### config.mk
export PLATFORM = sky130hd
export DESIGN_NAME = uart_rx_fifo
export DESIGN_NICKNAME = d
export VERILOG_FILES = /design/src/rtl/uart_rx_fifo.sv
export SDC_FILE = /design/constraint.sdc
export NUM_CORES = 1
export LEC_CHECK = 0
export ABC_AREA = 1
export CAP_MARGIN = 15
export CELL_PAD_IN_SITES_DETAIL_PLACEMENT = 1
export CELL_PAD_IN_SITES_GLOBAL_PLACEMENT = 1
export CORE_MARGIN = 2
export CORE_UTILIZATION = 48
export DETAILED_ROUTE_END_ITERATION = 8
export GPL_TIMING_DRIVEN = 0
export PLACE_DENSITY_LB_ADDON = 0.1
export SLEW_MARGIN = 30
export SYNTH_ARGS = -nofsm -noshare
export SYNTH_HDL_FRONTEND = slang
export SYNTH_SLANG_ARGS = --single-unit
### constraint.sdc
create_clock -name clk -period 2.2 [get_ports clk]
set_clock_uncertainty 0.15 [all_clocks]
set_input_delay 0.66 -clock clk [delete_from_list [all_inputs] [get_ports clk]]
set_output_delay 0.66 -clock clk [all_outputs]
set_load 0.03 [all_outputs]
### src/rtl/uart_rx_fifo.sv
`default_nettype none
// ============================================================================
//  Module   : uart_rx_fifo
//  Summary  : Receive-side circular byte buffer behind the UART receiver,
//             with fill flags, occupancy count and sticky error flags.
//             Define UART_RX_FIFO_FWFT_EN for first-word fall-through reads.
//  Revision : 1.0 - initial release
// ============================================================================
module uart_rx_fifo #(
   parameter int DATA_WIDTH   = 8,
   parameter int DEPTH        = 16,
   parameter int AFULL_THRESH = 12
) (
   input  logic                        clk,
   input  logic                        reset,
   input  logic [DATA_WIDTH-1:0]       wr_data,
   input  logic                        wr_en,
   input  logic                        rd_en,
   input  logic                        clear_err,
   output logic [DATA_WIDTH-1:0]       rd_data,
   output logic                        rd_valid,
   output logic                        empty,
   output logic                        full,
   output logic                        almost_full,
   output logic [$clog2(DEPTH):0]      count,
   output logic                        overflow,
   output logic                        underflow
);

   localparam int AW = $clog2(DEPTH);
   localparam int CW = AW + 1;
   localparam logic [AW-1:0] C_PTR_ONE = AW'(1);
   localparam logic [CW-1:0] C_CNT_ONE = CW'(1);

   logic [DATA_WIDTH-1:0] mem [DEPTH];
   logic [AW-1:0]         wr_ptr_q, wr_ptr_d;
   logic [AW-1:0]         rd_ptr_q, rd_ptr_d;
   logic [CW-1:0]         count_q, count_d;
   logic                  overflow_q, overflow_d;
   logic                  underflow_q, underflow_d;
   logic                  w_rd_accept;
   logic                  w_wr_accept;

   assign empty       = (count_q == '0);
   assign full        = (count_q == CW'(DEPTH));
   assign almost_full = (count_q >= CW'(AFULL_THRESH));
   assign count       = count_q;
   assign overflow    = overflow_q;
   assign underflow   = underflow_q;

   // A write into a full buffer is only legal when a pop frees the slot.
   assign w_rd_accept = rd_en && !empty;
   assign w_wr_accept = wr_en && (!full || w_rd_accept);

   always_comb begin
      wr_ptr_d    = wr_ptr_q;
      rd_ptr_d    = rd_ptr_q;
      count_d     = count_q;
      overflow_d  = overflow_q;
      underflow_d = underflow_q;
      if (w_wr_accept) wr_ptr_d = wr_ptr_q + C_PTR_ONE;
      if (w_rd_accept) rd_ptr_d = rd_ptr_q + C_PTR_ONE;
      case ({w_wr_accept, w_rd_accept})
         2'b10:   count_d = count_q + C_CNT_ONE;
         2'b01:   count_d = count_q - C_CNT_ONE;
         default: count_d = count_q;
      endcase
      if (clear_err) begin
         overflow_d  = 1'b0;
         underflow_d = 1'b0;
      end
      // Set events take priority over a coincident clear.
      if (wr_en && !w_wr_accept) overflow_d  = 1'b1;
      if (rd_en && empty)        underflow_d = 1'b1;
   end

   always_ff @(posedge clk or posedge reset) begin
      if (reset) begin
         wr_ptr_q    <= '0;
         rd_ptr_q    <= '0;
         count_q     <= '0;
         overflow_q  <= 1'b0;
         underflow_q <= 1'b0;
      end else begin
         wr_ptr_q    <= wr_ptr_d;
         rd_ptr_q    <= rd_ptr_d;
         count_q     <= count_d;
         overflow_q  <= overflow_d;
         underflow_q <= underflow_d;
      end
   end

   always_ff @(posedge clk) begin
      if (w_wr_accept) mem[wr_ptr_q] <= wr_data;
   end

`ifdef UART_RX_FIFO_FWFT_EN
   // Head entry is shown directly; forced to zero while nothing is stored.
   assign rd_data  = empty ? '0 : mem[rd_ptr_q];
   assign rd_valid = !empty;
`else
   logic [DATA_WIDTH-1:0] rd_data_q;
   logic                  rd_valid_q;

   always_ff @(posedge clk or posedge reset) begin
      if (reset) begin
         rd_data_q  <= '0;
         rd_valid_q <= 1'b0;
      end else begin
         rd_valid_q <= w_rd_accept;
         if (w_rd_accept) rd_data_q <= mem[rd_ptr_q];
      end
   end

   assign rd_data  = rd_data_q;
   assign rd_valid = rd_valid_q;
`endif

endmodule
`default_nettype wire

After elaboration in Yosys (flattened, before gate mapping)
Memories as Yosys holds them, arrays and structs flattened. A register that Yosys moved wholly into a read port is not among the register bits.
Index checks and enable logic that the tools add are counted.
{"block": "totals", "register_bits": 16, "latch_bits": 0, "ram_bits": 128, "mem_bits_ro": 0, "n_memories": 1}
{"block": "op_classes", "n_addsub": 4, "mul": 0, "div_mod_pow": 0, "order_cmp": 1, "eq_ne": 3, "shift": 0, "muxes": 6, "bitwise": 0, "reduce_logical": 12}
{"name": "mem", "depth": 16, "width": 8, "read_ports": 1, "rd_clocked_by_memory_dff": 1, "write_ports": 1, "line_no": "35", "rtl": "logic [DATA_WIDTH-1:0] mem [DEPTH];"}
{"op": "$pmux W5 S2", "n": 1}
{"op": "$add A4 B1 Y4 const B", "n": 2}
{"op": "$reduce_bool A2 Y1", "n": 3}
{"op": "$add A5 B1 Y5 const B", "n": 1}
{"op": "$eq A5 B5 Y1 const B", "n": 1}
{"op": "$ge A5 B4 Y1 const B", "n": 1}
{"op": "$logic_not A5 Y1", "n": 1}
{"op": "$mux W1", "n": 5}
{"op": "$sub A5 B1 Y5 const B", "n": 1}
{"op": "$logic_and A1 B1 Y1", "n": 4}
{"op": "$logic_not A1 Y1", "n": 3}
{"op": "$eq A2 B1 Y1 const B", "n": 1}
{"op": "$eq A2 B2 Y1 const B", "n": 1}
{"op": "$logic_or A1 B1 Y1", "n": 1}

Depth between registers and ports, before layout
Gate-level depths: netlist (run 1).
{"block": "depth", "depth_word": 8, "ltp_mapped": 14}

Worst setup path before layout (run 1)
OpenSTA, ideal clock, no wires.
{"block": "synth_path", "path_type": "flip-flop to flip-flop", "start": "reg count_q[0], in the netlist count[0]", "end": "reg count_q[4], in the netlist count[4]", "setup_time_ns": 0.113, "arrival_time_ns": 1.904, "required_time_ns": 1.937, "setup_slack_ns": 0.032, "path_stages_with_launch": 14, "synth_period_minus_slack_ns": 2.168, "cell_sequence": "dfrtp_1 > nor2_2 > nand3_2 > nand3_1 > inv_1 > ha_1 > nand2_1 > nand2_1 > a21oi_1 > inv_1 > nand2_1 > nand3_1 > nand2_1 > inv_1"}
{"block": "synth_between", "elab_chain_len": 7, "word_cells_on_any_way": 13, "cone_classes": "add/sub (2); eq/ne (3); mux (1); reduce/logical (7)"}
{"element": "start, declared", "line_no": "38", "rtl": "logic [CW-1:0] count_q, count_d;"}
{"element": "start signal, assigned", "line_no": "87", "rtl": "count_q <= count_d;"}
{"element": "$logic_not A5 Y1", "line_no": "44", "rtl": "assign empty = (count_q == '0);"}
{"element": "$logic_not A1 Y1", "line_no": "52", "rtl": "assign w_rd_accept = rd_en && !empty;"}
{"element": "$logic_and A1 B1 Y1", "line_no": "52"}
{"element": "$logic_or A1 B1 Y1", "line_no": "53", "rtl": "assign w_wr_accept = wr_en && (!full || w_rd_accept);"}
{"element": "$logic_and A1 B1 Y1", "line_no": "53"}
{"element": "$eq A2 B1 Y1 / $eq A2 B2 Y1 (equally long branches)", "line_no": "63", "rtl": "case ({w_wr_accept, w_rd_accept})"}
{"element": "$pmux W5 S2 / $reduce_bool A2 Y1 (equally long branches)"}
Parallel ways exist; a longest one is shown, timed or not.
A chain may end at the register's enable or synchronous reset.

Worst setup path in the final report (run 1)
{"block": "layout_path", "start": "reg count_q[0], in the netlist count[0]", "end": "out full"}
{"block": "layout_between", "elab_chain_len": 1}
{"element": "$eq A5 B5 Y1", "line_no": "45", "rtl": "assign full = (count_q == CW'(DEPTH));"}
{"element": "end, declared", "line_no": "23", "rtl": "output logic full,"}
Every way passes these cells.

==> impl_metrics.csv, run 1 <==
group,metric,value,unit
finish,fin_area,8020,um^2
floorplan,fp.dieW,123,um
timing,layout_setup_ws,-0.0473,ns
grt,grt_max_degree,25,
placed_design,dp.final_hpwl,12100,um
grt,grt_use_total,25.4,%
job,drv_cap,0,
synth,synth_top_area_share,56.8,%
timing,setup-violations-final,2,
synth,syn_inst,646,
grt,first_global_vias,5036,
synth,yosys_warnings,0,
finish,final_util,58.0,%
floorplan,rows,43,
synth,ys_ff_latch,152,
worst_setup_path,crit_path_start_kind,"flip-flop",
timing,worstMarginPinSlew,0.883,ns
synth,synth.distinct_cells,27,
worst_setup_path,crit_path_top_delay_cell,"dfrtp_2",
detailed_routing,drt_pass1_iterations,4,
pwr,p_per_area,1380,nW/um^2
pwr,total_power,0.0111,W
grt,grt_overflow,0,
grt,grt_first_pass_wirelength,27400,um
synth,avgSynthCellArea,10.5,um^2
pwr,ir_worst_vdd,0.000599,V
pwr,switching_share,38.2,%
clocking,numClockSinks,152,
timing,grt_setup_unrepaired,"yes",
pwr,p_leak,3.49,nW
grt,grt_antenna_before_repair,0,
clocking,cts_tree,"done",
pwr,power_frac_clock,27.5,%
worst_setup_path,crit_fanout,5,
timing,tns,-0.0751,ns
timing,timing.fmax,445,MHz
floorplan,fp.dieArea,15100,um^2
floorplan,core_area,13800,um^2
outcome,violations,"setup timing",
clocking,htreeDepth,4,
floorplan,initial_core_util,48.9,%
outcome,outcome,"finished with violations",
pwr,combPwrFrac,38.1,%
timing,post-route-period-util,102,%
detailed_routing,final_antenna_net_count,0,
clocking,cts-buffers-inserted,17,
pwr,intPower,0.00685,W
synth,synth_nets,668,
worst_setup_path,cp_cell_sequence,"nor2_4 -> nand3_2 -> inv_1 -> buf_4",
detailed_routing,drc,0,
finish,area_growth,18.6,%
timing,final_hold_viol_count,0,
synth,synthTopCellsByArea,"edfxtp_1 57%, nand2_1 12%, dfrtp_1 8.9%",
detailed_routing,drt-wirelength-per-cell,19.7,um
synth,ys_seq_area_share,65.7,%
timing,fin_crit,2.25,ns
floorplan,num_io_pins,32,
clocking,postCtsHoldBufs,0,
detailed_routing,via_per_inst,5.16,
floorplan,die_h,123,um
timing,maxSlewViolCount,0,
worst_setup_path,crit_family,"flip-flops",
finish,nets,725,
synth,synth_top_area_cell,"edfxtp_1",
placed_design,place_ws,-0.754,ns
finish,n_antenna_cell,0,
clocking,clock_latency,0.43,ns
worst_setup_path,end_kind,"output pin",
pwr,p_seq_share,34.4,%
clocking,clkTransAtPathRegs,0.06,ns
synth,syn_area,6760,um^2
min_path,hold_path_class,"reg -> reg",
detailed_routing,wirelength,17600,um
detailed_routing,drt_iter0_drc,263,
clocking,clockBufferDepth,2,
placed_design,gp_congestion,0.877,
worst_setup_path,crit_type,"reg -> out",
timing,slew-limit-headroom,40.9,%
finish,drive_above_1_share,14.8,%
placed_design,portBuffers,31,
pwr,p_switching,0.00423,W
worst_setup_path,cp_data_required_time,1.39,ns
worst_setup_path,cp_slowest_stage_delay,0.45,ns
worst_setup_path,worstPathArrival,1.44,ns
worst_setup_path,worst-path-buf-inv,2,
clocking,clockRootBuffer,"clkbuf_16",
placed_design,place_area,7300,um^2
detailed_routing,vias,4627,
final timing paths:
path / end / slack, ns / cells after the start / start
setup / recovery: full / -0.05 / 4 / count[0]
hold / removal: rd_data[4] / 0.32 / 2 / rd_data[4]
setup reg to reg: count[4] / 0.13 / 14 / count[2]
hold reg to reg: rd_data[4] / 0.32 / 2 / rd_data[4]
max in group asynchronous: count[0] / 1.00 / 2 / reset
min in group asynchronous: overflow / 0.47 / 2 / reset
routing by layer:
metal  up-vias  GRT usage [%]  wire (um)
li1       2202              -          -
met4         0           12.9        656
met3        42           5.72        778
met5         -              0          0
met2       110           40.5       8520
met1      2273           32.6       7670
power by group through the flow:
stage	logic, W	registers (W)	clock network (W)
2_1_floorplan	0.00247	0.00405	0
3_3_place_gp	0.00396	0.00383	0
6_report	0.00422	0.00381	0.00305
3_5_place_dp	0.00410	0.00386	0
4_1_cts	0.00415	0.00380	0.00307
5_1_grt	0.00464	0.00386	0.00318
cell usage in the layout (no fill, tap or decap), types with 8 or more instances in the layout:
| cell type | netlist | routed |
|---|---|---|
| nand2_1 | 221 | 221 |
| edfxtp_1 | 128 | 128 |
| inv_1 | 92 | 88 |
| nand3_1 | 87 | 86 |
| dfrtp_1 | 24 | 21 |
| clkbuf_16 | 0 | 17 |
| dlygate4sd2_1 | 0 | 17 |
| buf_6 | 14 | 16 |
| nor2_2 | 2 | 15 |
| buf_2 | 11 | 12 |
| clkdlybuf4s50_1 | 0 | 10 |
| buf_4 | 2 | 9 |
| inv_2 | 4 | 8 |
| o211ai_1 | 8 | 8 |
worst reg2reg max path, delay by kind of cell, from the launching register on:
| kind | cells | cell delay [ns] |
|---|---|---|
| AOI/OAI and AO/OA | 1 | 0.15 |
| adders and majority gates | 1 | 0.23 |
| buffers and inverters | 4 | 0.28 |
| DFF | 1 | 0.43 |
| and+or+nand+nor | 8 | 0.75 |
state kept, by name (all words and copies together) (netlist names):
| register | cells |
|---|---|
| count | 5 |
| rd_data | 8 |
| rd_valid | 1 |
| mem | 128 |
| underflow | 1 |
| wr_ptr_q | 4 |
| rd_ptr_q | 4 |
| overflow | 1 |
stage by stage:
step / instances / hold WS [ns]
2_1_floorplan: 646 / 0.333
3_3_place_gp: 857 / 0.315
3_5_place_dp: 857 / 0.318
4_1_cts: 894 / 0.329
5_1_grt: 896 / 0.356
6_report: 896 / 0.321
final cells by class:
class	count	area [um^2]
tap	180	225
clock buffer	20	437
multi-input combinational	369	1810
inverter	98	368
clock inverter	12	175
sequential	152	4450
buffer	27	228
fill	1519	5810
timing repair buffer	38	334
Yosys cell counts:
cell,instances
clkinv_1,2
nand2_1,221
xor2_2,1
inv_1,92
nand2_2,1
nand3_1,87
buf_4,2
o21ai_2,1
xor2_1,7
nor2_2,2
o21ai_0,5
nand3_2,2
nand2_4,1
o32ai_1,1
inv_2,4
o211ai_1,8
buf_6,14
buf_2,11
nand4_1,1
ha_1,8
or2_2,1
a21oi_1,2
nor2_1,18
dfrtp_1,24
o21ai_4,1
fa_1,1
edfxtp_1,128
cell families (layout without fill, tap and decap cells):
logic type	after synthesis	in the layout	share of synthesized area, %
AOI/OAI and AO/OA	18	18	1.91
and+or+nand+nor	334	334	20.6
DFF	152	152	65.7
xor gates and xnor gates	8	8	1.15
adders and majority gates	9	9	1.78
buffers and inverters	125	195	8.81
repair_timing:
| item | in CTS | in global routing |
|---|---|---|
| setup endpoints to repair | 150 | 85 |
| resized for setup | 48 | 20 |
| pin swaps | 1 | 1 |
| cloned | 0 | 0 |
| buffers inserted | 5 | 2 |
Note: power is estimated with default switching activity, not from simulation.
==> run 2, diff against run 1 <==
GPL_ROUTABILITY_DRIVEN = 1   (was default)
==> results of run 2 <==
Same layout as run 1: the final DEF is identical, and so are final timing and power.
==> run 3, diff against run 2 <==
HOLD_SLACK_MARGIN = 0.15   (was default)
==> results of run 3 <==
Same layout as run 1: the final DEF is identical, and so are final timing and power.
